<file path="config.mk">
export PLATFORM = sky130hd
export DESIGN_NAME = commit_reorder_mpu
export DESIGN_NICKNAME = d
export VERILOG_FILES = /design/src/rtl/commit_reorder_mpu.sv
export SDC_FILE = /design/constraint.sdc
export NUM_CORES = 1
export LEC_CHECK = 0
export ABC_CLOCK_PERIOD_IN_PS = 4019
export CORE_ASPECT_RATIO = 1.1
export CORE_MARGIN = 3
export CORE_UTILIZATION = 36
export DETAILED_ROUTE_END_ITERATION = 8
export GPL_TIMING_DRIVEN = 0
export PLACE_DENSITY = 0.52
export SETUP_SLACK_MARGIN = 0.3
export SLEW_MARGIN = 20
export SYNTH_ARGS = -nofsm -noshare
export SYNTH_HDL_FRONTEND = slang
export SYNTH_SLANG_ARGS = --single-unit
</file>
<file path="constraint.sdc">
create_clock -name clock -period 4.02 [get_ports clock]
set_input_delay 0.804 -clock clock [delete_from_list [all_inputs] [get_ports clock]]
set_output_delay 0.804 -clock clock [all_outputs]
set_load 0.1 [all_outputs]
</file>
<file path="src/rtl/commit_reorder_mpu.sv">
// In-order commit table: ring buffer of issued instructions, out-of-order completion on several
// ports, and up to RETIRE_WIDTH in-order retirements per cycle.
module commit_reorder_mpu #(
  parameter int unsigned NUM_ENTRY    = 16,
  parameter int unsigned ISSUE_NO_W   = 8,
  parameter int unsigned NUM_CPORT    = 2,
  parameter int unsigned RETIRE_WIDTH = 2,
  parameter int unsigned TAG_W        = $clog2(NUM_ENTRY)
) (
  input  logic                               clock,
  input  logic                               reset,
  input  logic                               I_Flush,
  input  logic                               I_Req_Issue,
  input  logic [ISSUE_NO_W-1:0]              I_Issue_No,
  output logic                               O_Issue_Ack,
  output logic [TAG_W-1:0]                   O_Issue_Tag,
  input  logic [NUM_CPORT-1:0]               I_Req_Commit,
  input  logic [NUM_CPORT*TAG_W-1:0]         I_Commit_Tag,
  output logic [RETIRE_WIDTH-1:0]            O_Retire_Valid,
  output logic [RETIRE_WIDTH*ISSUE_NO_W-1:0] O_Retire_No,
  output logic                               O_Commit_Err,
  output logic                               O_Full,
  output logic                               O_Empty,
  output logic [TAG_W:0]                     O_Num
);

  localparam int unsigned CntW = TAG_W + 1;

  logic [NUM_ENTRY-1:0]                valid_q, valid_d;
  logic [NUM_ENTRY-1:0]                done_q, done_d;
  logic [ISSUE_NO_W-1:0]               issue_no_q [NUM_ENTRY];
  logic [TAG_W-1:0]                    head_q, head_d;
  logic [TAG_W-1:0]                    tail_q, tail_d;
  logic [CntW-1:0]                     count_q, count_d;
  logic [RETIRE_WIDTH-1:0]             retire_valid_q, retire_valid_d;
  logic [RETIRE_WIDTH*ISSUE_NO_W-1:0]  retire_no_q, retire_no_d;
  logic                                commit_err_q, commit_err_d;

  logic                                full;
  logic                                issue_ack;
  logic [CntW-1:0]                     retire_cnt;
  logic [NUM_ENTRY-1:0]                retire_mask;
  logic [NUM_ENTRY-1:0]                complete_mask;
  logic                                commit_err;

  assign full      = (count_q == CntW'(NUM_ENTRY));
  assign issue_ack = I_Req_Issue & ~full & ~I_Flush;

  // Retire the run of Valid&Done entries starting at head, capped at RETIRE_WIDTH and count.
  always_comb begin
    logic             run;
    logic [TAG_W-1:0] idx;
    run            = 1'b1;
    idx            = '0;
    retire_cnt     = '0;
    retire_mask    = '0;
    retire_valid_d = '0;
    retire_no_d    = '0;
    for (int i = 0; i < RETIRE_WIDTH; i++) begin
      idx = head_q + TAG_W'(i);
      if (run && valid_q[idx] && done_q[idx] && (CntW'(i) < count_q)) begin
        retire_mask[idx]                            = 1'b1;
        retire_valid_d[i]                           = 1'b1;
        retire_no_d[i*ISSUE_NO_W +: ISSUE_NO_W]     = issue_no_q[idx];
        retire_cnt                                  = retire_cnt + CntW'(1);
      end else begin
        run = 1'b0;
      end
    end
  end

  // A second port naming an entry already claimed this cycle counts as a duplicate.
  always_comb begin
    logic [TAG_W-1:0] tag;
    tag           = '0;
    complete_mask = '0;
    commit_err    = 1'b0;
    for (int p = 0; p < NUM_CPORT; p++) begin
      tag = I_Commit_Tag[p*TAG_W +: TAG_W];
      if (I_Req_Commit[p]) begin
        if (valid_q[tag] && !done_q[tag] && !complete_mask[tag]) begin
          complete_mask[tag] = 1'b1;
        end else begin
          commit_err = 1'b1;
        end
      end
    end
  end

  always_comb begin
    valid_d      = valid_q & ~retire_mask;
    done_d       = (done_q & ~retire_mask) | complete_mask;
    head_d       = head_q + retire_cnt[TAG_W-1:0];
    tail_d       = tail_q;
    count_d      = count_q + CntW'(issue_ack) - retire_cnt;
    commit_err_d = commit_err;
    if (issue_ack) begin
      valid_d[tail_q] = 1'b1;
      done_d[tail_q]  = 1'b0;
      tail_d          = tail_q + TAG_W'(1);
    end
  end

  // Flush shares the reset path, so errors raised in the flush cycle are discarded too.
  always_ff @(posedge clock) begin
    if (reset || I_Flush) begin
      valid_q        <= '0;
      done_q         <= '0;
      head_q         <= '0;
      tail_q         <= '0;
      count_q        <= '0;
      retire_valid_q <= '0;
      retire_no_q    <= '0;
      commit_err_q   <= 1'b0;
    end else begin
      valid_q        <= valid_d;
      done_q         <= done_d;
      head_q         <= head_d;
      tail_q         <= tail_d;
      count_q        <= count_d;
      retire_valid_q <= retire_valid_d;
      retire_no_q    <= retire_no_d;
      commit_err_q   <= commit_err_d;
    end
  end

  always_ff @(posedge clock) begin
    if (issue_ack) begin
      issue_no_q[tail_q] <= I_Issue_No;
    end
  end

  assign O_Issue_Ack    = issue_ack;
  assign O_Issue_Tag    = tail_q;
  assign O_Retire_Valid = retire_valid_q;
  assign O_Retire_No    = retire_no_q;
  assign O_Commit_Err   = commit_err_q;
  assign O_Full         = full;
  assign O_Empty        = (count_q == '0);
  assign O_Num          = count_q;

endmodule
</file>
### Word level (Yosys, flattened, before mapping)

Memory sizes are Yosys's and may differ from the RTL's. A register that Yosys moved wholly into a read port is not among the register bits.
Index checks and enable logic that the tools add are counted.
Widths: inputs -> output; s select.

* memories: 2
* output and inout bits: 31
* RAM bits: 128
* word-level logic and storage cells: 112
* input bits: 22
* ROM bits: 16
* bits in registers: 48

Memories
* issue_no_q: words 16, width 8, rd ports 2, clocked after memory_dff 2, wr ports 1, line 31 `logic [ISSUE_NO_W-1:0] issue_no_q [NUM_ENTRY];`
* (no name shown): words 16, width 1, rd ports 1, clocked after memory_dff 0, wr ports 0, line 81 `if (valid_q[tag] && !done_q[tag] && !complete_mask[tag]) begin`

* multiplexer cells: 47
* eq/ne operators: 1
* add/sub/neg operators: 6
* $lt $le $gt $ge: 12
* bitwise operators: 15
* reduce and logical (&&, ||, !) cells: 22

Operators by type and width (number)
* $mux 16: 8
* $or 16x16->16: 4
* $and 16x16->16: 3
* $bmux 1 s4: 9
* $not 16->16: 2
* $lt 4x5->1 const B: 5
* $mux 1: 24
* $demux 1 s4: 5
* $ge 4x1->1 const B: 5
* $logic_and 1x1->1: 14
* $lt 1x5->1 const A: 2
* $add 4x1->4 const B: 2
* $add 5x1->5: 1
* $add 5x1->5 const B: 1
* $eq 5x5->1 const B: 1
* $logic_not 5->1: 1
* $mux 5: 1
* $sub 5x5->5: 1
* $add 4x4->4: 1
* $logic_not 1->1: 4
* $not 1->1: 4
* $reduce_or 2->1: 2
* $and 1x1->1: 2
* $logic_or 1x1->1: 1

### Logic depth before layout (Yosys ltp)

* depth after elaboration: 16
* mapped depth: 19
* gate-level depth less buffers: 17

### Worst setup path after synthesis

No wires, ideal clock.

* path kind: reg-to-reg
* from: reg count_q[3], in the netlist O_Num[3]
* to: reg count_q[4], in the netlist O_Num[4]
* data arrival time: 6.223 ns
* data required time: 3.950 ns
* stages on the path, launching flop included: 12
* slack: -2.273 ns
* buffers on the path: 0
* path through: dfxtp_1 inv_1 ha_1 nor4bb_1 nand2b_1 nor2_1 ha_1 fa_1 a21oi_1 nor2_1 or3_1 a21oi_1

RTL lines
* start, declared: line 34 `logic [CntW-1:0] count_q, count_d;`
* start signal, assigned: line 120 `count_q <= count_d;`
* $eq 5x5->1: line 46 `assign full = (count_q == CntW'(NUM_ENTRY));`
* via O_Full: line 22 `output logic O_Full,`
* $not 1->1: line 47 `assign issue_ack = I_Req_Issue & ~full & ~I_Flush;`
* $and 1x1->1 (2 in a row): line 47
* via O_Issue_Ack: line 15 `output logic O_Issue_Ack,`
* $add 5x1->5: line 95 `count_d = count_q + CntW'(issue_ack) - retire_cnt;`
* $sub 5x5->5: line 95

The timed path passes the listed nets, and every way through them passes these cells.
A chain may end at the register's enable or synchronous reset.

### Worst setup path after layout

* from: reg head_q[0]
* to: reg count_q[4], in the netlist O_Num[4]

* longest elaborated chain between the ends: 10

RTL lines
* start, declared: line 32 `logic [TAG_W-1:0] head_q, head_d;`
* start signal, assigned: line 109 `head_q <= '0;`
* start signal, assigned: line 118 `head_q <= head_d;`
* branches (longest 8 deep; another with $add 5x1->5)
* $mux 5 (*): line 61 `if (run && valid_q[idx] && done_q[idx] && (CntW'(i) < count_q)) begin`
* $sub 5x5->5 (*): line 95

Mark *: on every way between the ends. The select of a mux whose other input is x is not followed.

==> flow_summary.yaml <==
place:
  dp_hpwl_um: 21600
  portBuffers: 47
  dpl.cell_count: 1129
  place_congestion: 0.975
clocking:
  clk_latency_ns: 0.44
  clk_pin_slew_ns: 0.07
  cts_max_level: 4
  root_buffer: "clkbuf_16"
  holdBufCountCts: 0
  cts_buffer_depth: 2
  cts_tree: "built"
  clkSinkCount: 192
  cts_made_buffers: 17
drt:
  drt_iter0_drc: 714
  routedWlPerCell_um: 25.8
  dr.pass1.iters: 5
  drtAntennaViolNets: 0
  num_vias: 6849
  drc: 0
  routed_wl_um: 30400
  drt-vias-per-instance: 5.81
critical_path:
  cp-end-kind: "flip-flop"
  timing.rr.start: "head_q[0]"
  cp.depth: 18
  r2r_end: "O_Num[4]"
  crit_path_top_delay_cell: "dfxtp_4"
  worstPathRequired_ns: 4.38
  cp-start-kind: "flip-flop"
  r2r_slack_ns: 0.28
  max_stage_delay_ns: 0.38
  worst-r2r-cell-count: 18
  worst-path-buf-inv: 4
  critPathTopFamily: "adder cells"
  arrival_ns: 4.10
  worstPathCellList: "buf_6 > clkinvlp_4 > ha_4 > nand4bb_1 > and4_1 > mux2_2 > nor2_4 > o211ai_2 > inv_2 > ha_4 > ha_1 > inv_1 > ha_2 > fa_2 > a21oi_2 > nor2_1 > or3_1 > a21oi_2"
  crit_fanout: 6
  critical_path_class: "reg -> reg"
outcome:
  status: "complete, no violations"
sta:
  setup_viol: 0
  finalHoldViolations: 0
  fin_skew_ns: 0.0121
  slew_headroom_pct: 30.1
  finalMaxSlewViolations: 0
  fin_tns_setup_ns: 0
  period_needed_ns: 3.74
  fin_crit_sh_pct: 93.1
  max_freq_mhz: 267
  rsz0062_at_grt: "yes"
  tightestPinTransition_ns: 1.05
synth:
  yosysWarnings: 0
  synth_cell_types: 59
  synth_top_area_share_pct: 39.6
  synth_area_leaders: "edfxtp_1 (40%), mux4_2 (20%), dfxtp_1 (13%), ha_1 (2.7%), nand2_1 (2.6%)"
  ys_seq_area_share_pct: 52.8
  async_flop_share_pct: 0
  netlist_area_mm2: 0.00971
  postSynthAreaPerCell_um2: 13.5
  yosysTopAreaCell: "edfxtp_1"
  postSynthCellCount: 721
  synth_flop_cell: "edfxtp_1"
  synth-seq-cells: 192
  synth_nets: 766
  synth_edf_count: 128
floorplan:
  num_io_pins: 53
  die_w_um: 163
  num_rows: 62
  initial_core_util_pct: 36.9
  dieArea_mm2: 0.0290
  fp.dieH_um: 178
  core_mm2: 0.0263
hold_path:
  min_to: "valid_q[7]"
  hold_class: "reg -> reg"
  hold_depth: 2
  min_from: "valid_q[7]"
cells_and_area:
  stdcell_count: 1179
  syn_to_final_growth_pct: 19.6
  antennaDiodeCount: 0
  drive_gt1_share_pct: 24.7
  final_nets: 859
power:
  power_frac_clock_pct: 40.5
  sw_frac_of_total_pct: 22.9
  seq_power_share_pct: 55.2
  p_leak_nw: 3.66
  ir_worst_vdd_uv: 222
  power_density_mw_per_mm2: 329
  p_comb_share_pct: 4.3
  switchingPower_w: 0.000875
  internal_power_w: 0.00295
global_route:
  grt_overflow: 0
  grt_pass1_wl_um: 45400
  antenna_found_initial: 0
  grt_max_degree: 17
  grtUsageTotal_pct: 21.6
  grt_pass1_vias: 7142
job:
  maxCapViolations: 0
[kinds of logic (layout without fill, tap and decap cells)]
kind of cell / after synthesis / in the layout / share of synthesized area, %
multiplexers: 97 / 97 / 21.0
adder cells (fa/ha/maj): 23 / 23 / 3.12
flip-flops: 192 / 192 / 52.8
buffers and inverters: 64 / 170 / 2.65
AND/OR/NAND/NOR: 239 / 239 / 12.2
XOR/XNOR: 14 / 14 / 1.34
AO/OA/AOI/OAI: 92 / 92 / 6.97
[per-layer routing]
metal / GRT usage, % / share of wire, % / up-vias
li1: - / - / 2997
met1: 27.3 / 41 / 3529
met2: 37.5 / 51 / 268
met3: 3.76 / 5.1 / 55
met4: 7.75 / 3.2 / 0
met5: 0 / 0 / -
[power by group through the flow]
stage | clock, W | combinational, W | sequential (W)
after floorplan | 0 | 0.0000769 | 0.00217
after global placement | 0 | 0.000157 | 0.00216
after detailed placement | 0 | 0.000162 | 0.00216
after CTS | 0.00158 | 0.000163 | 0.00211
after global routing | 0.00165 | 0.000176 | 0.00211
final | 0.00155 | 0.000163 | 0.00211
[worst reg2reg max path: cells and delay by family, from the launching register on]
kind	cells	cell delay (ns)
adder cells (fa/ha/maj)	5	1.31
AND/OR/NAND/NOR	5	0.94
flip-flops	1	0.38
buffers and inverters	4	0.38
AO/OA/AOI/OAI	3	0.35
multiplexers	1	0.31
[cells in the final DEF, fill, tap and decap left out, types with 5 or more instances in the layout]
cell type / instances
dfxtp_1: 59
nor3b_1: 5
nand2b_1: 23
and3_1: 20
buf_2: 11
inv_1: 18
mux2i_1: 10
clkdlybuf4s50_1: 46
a211oi_1: 10
buf_4: 20
clkbuf_16: 17
nand4_1: 7
nor3_1: 9
buf_6: 6
edfxtp_1: 128
nor2_2: 10
nor2_1: 42
nand2_1: 66
mux4_2: 85
a31oi_1: 9
clkinvlp_4: 5
buf_8: 5
nor2b_1: 9
clkbuf_1: 25
ha_1: 18
nand3_1: 18
and2_1: 9
a21oi_1: 20
a32oi_1: 14
xnor2_1: 8
[cell usage after synthesis (2+ instances only)]
library cell and count:
nor3_1 13, buf_2 11, xor2_1 4, a22oi_1 2, fa_1 2, nand4b_1 2
inv_1 21, a21oi_1 23, o2111ai_1 3, nor3b_1 5, nand3_1 18, mux2i_1 10
o22ai_1 4, edfxtp_1 128, a311oi_1 2, dfxtp_1 64, or2_2 4, nor2_1 54
a222oi_1 3, o211ai_1 2, nand2b_1 23, buf_1 7, and3_1 20, mux2_2 2
a2bb2oi_1 2, a211oi_1 10, a32oi_1 14, o21a_1 2, o311ai_0 2, xnor2_1 9
o21ai_0 3, clkbuf_1 24, nand4_1 7, nand2_1 67, ha_1 21, and2_1 9
a31oi_1 9, mux4_2 85, or3_1 2, nor2b_1 9
[final cells by class]
type	count	area, um2
multi-input cells	465	4510
plain buffers	43	214
inverters	21	86.3
clock buffers	19	433
repair buffers	74	713
flip-flops and latches	192	5140
well taps	352	440
fillers	2406	14700
clock inverters	13	87.6
[sequential cells by signal, indices dropped and copies added, names as in the netlist]
register,cells
issue_no_q,128
O_Retire_No,16
done_q,16
valid_q,16
O_Num,5
O_Issue_Tag,4
head_q,4
O_Retire_Valid,2
O_Commit_Err,1
[per-stage QoR]
step	hold WS, ns	utilization [%]	total power, W	setup WS (ns)	instance area [um2]
after floorplan	0.449	-	0.00225	-0.0126	9750
after global placement	0.464	40.6	0.00232	-0.856	10700
after detailed placement	0.473	41.2	0.00232	-0.796	10800
after CTS	0.483	44.1	0.00386	0.301	11600
after global routing	0.501	44.2	0.00394	0.130	11600
final	0.481	44.2	0.00383	0.279	11600
[how the worst max path moves through the flow]
stage | from | endpoint | slack [ns]
3_5_place_dp | head_q[0] | O_Num[4] | -0.80
5_1_grt | head_q[1] | O_Num[4] | 0.13
4_1_cts | head_q[0] | O_Num[4] | 0.30
6_report | head_q[0] | O_Num[4] | 0.28
2_1_floorplan | head_q[0] | O_Num[4] | -0.01
3_3_place_gp | head_q[1] | O_Num[4] | -0.86
[timing repair]
| item | 4_1_cts | 5_1_grt |
|---|---|---|
| buffers inserted | 15 | 3 |
| endpoints found under the setup margin | 11 | 2 |
| cloned | 0 | 0 |
| resized for setup | 32 | 2 |
| pin swaps | 8 | 2 |
Note: power is estimated with default switching activity, not from simulation.
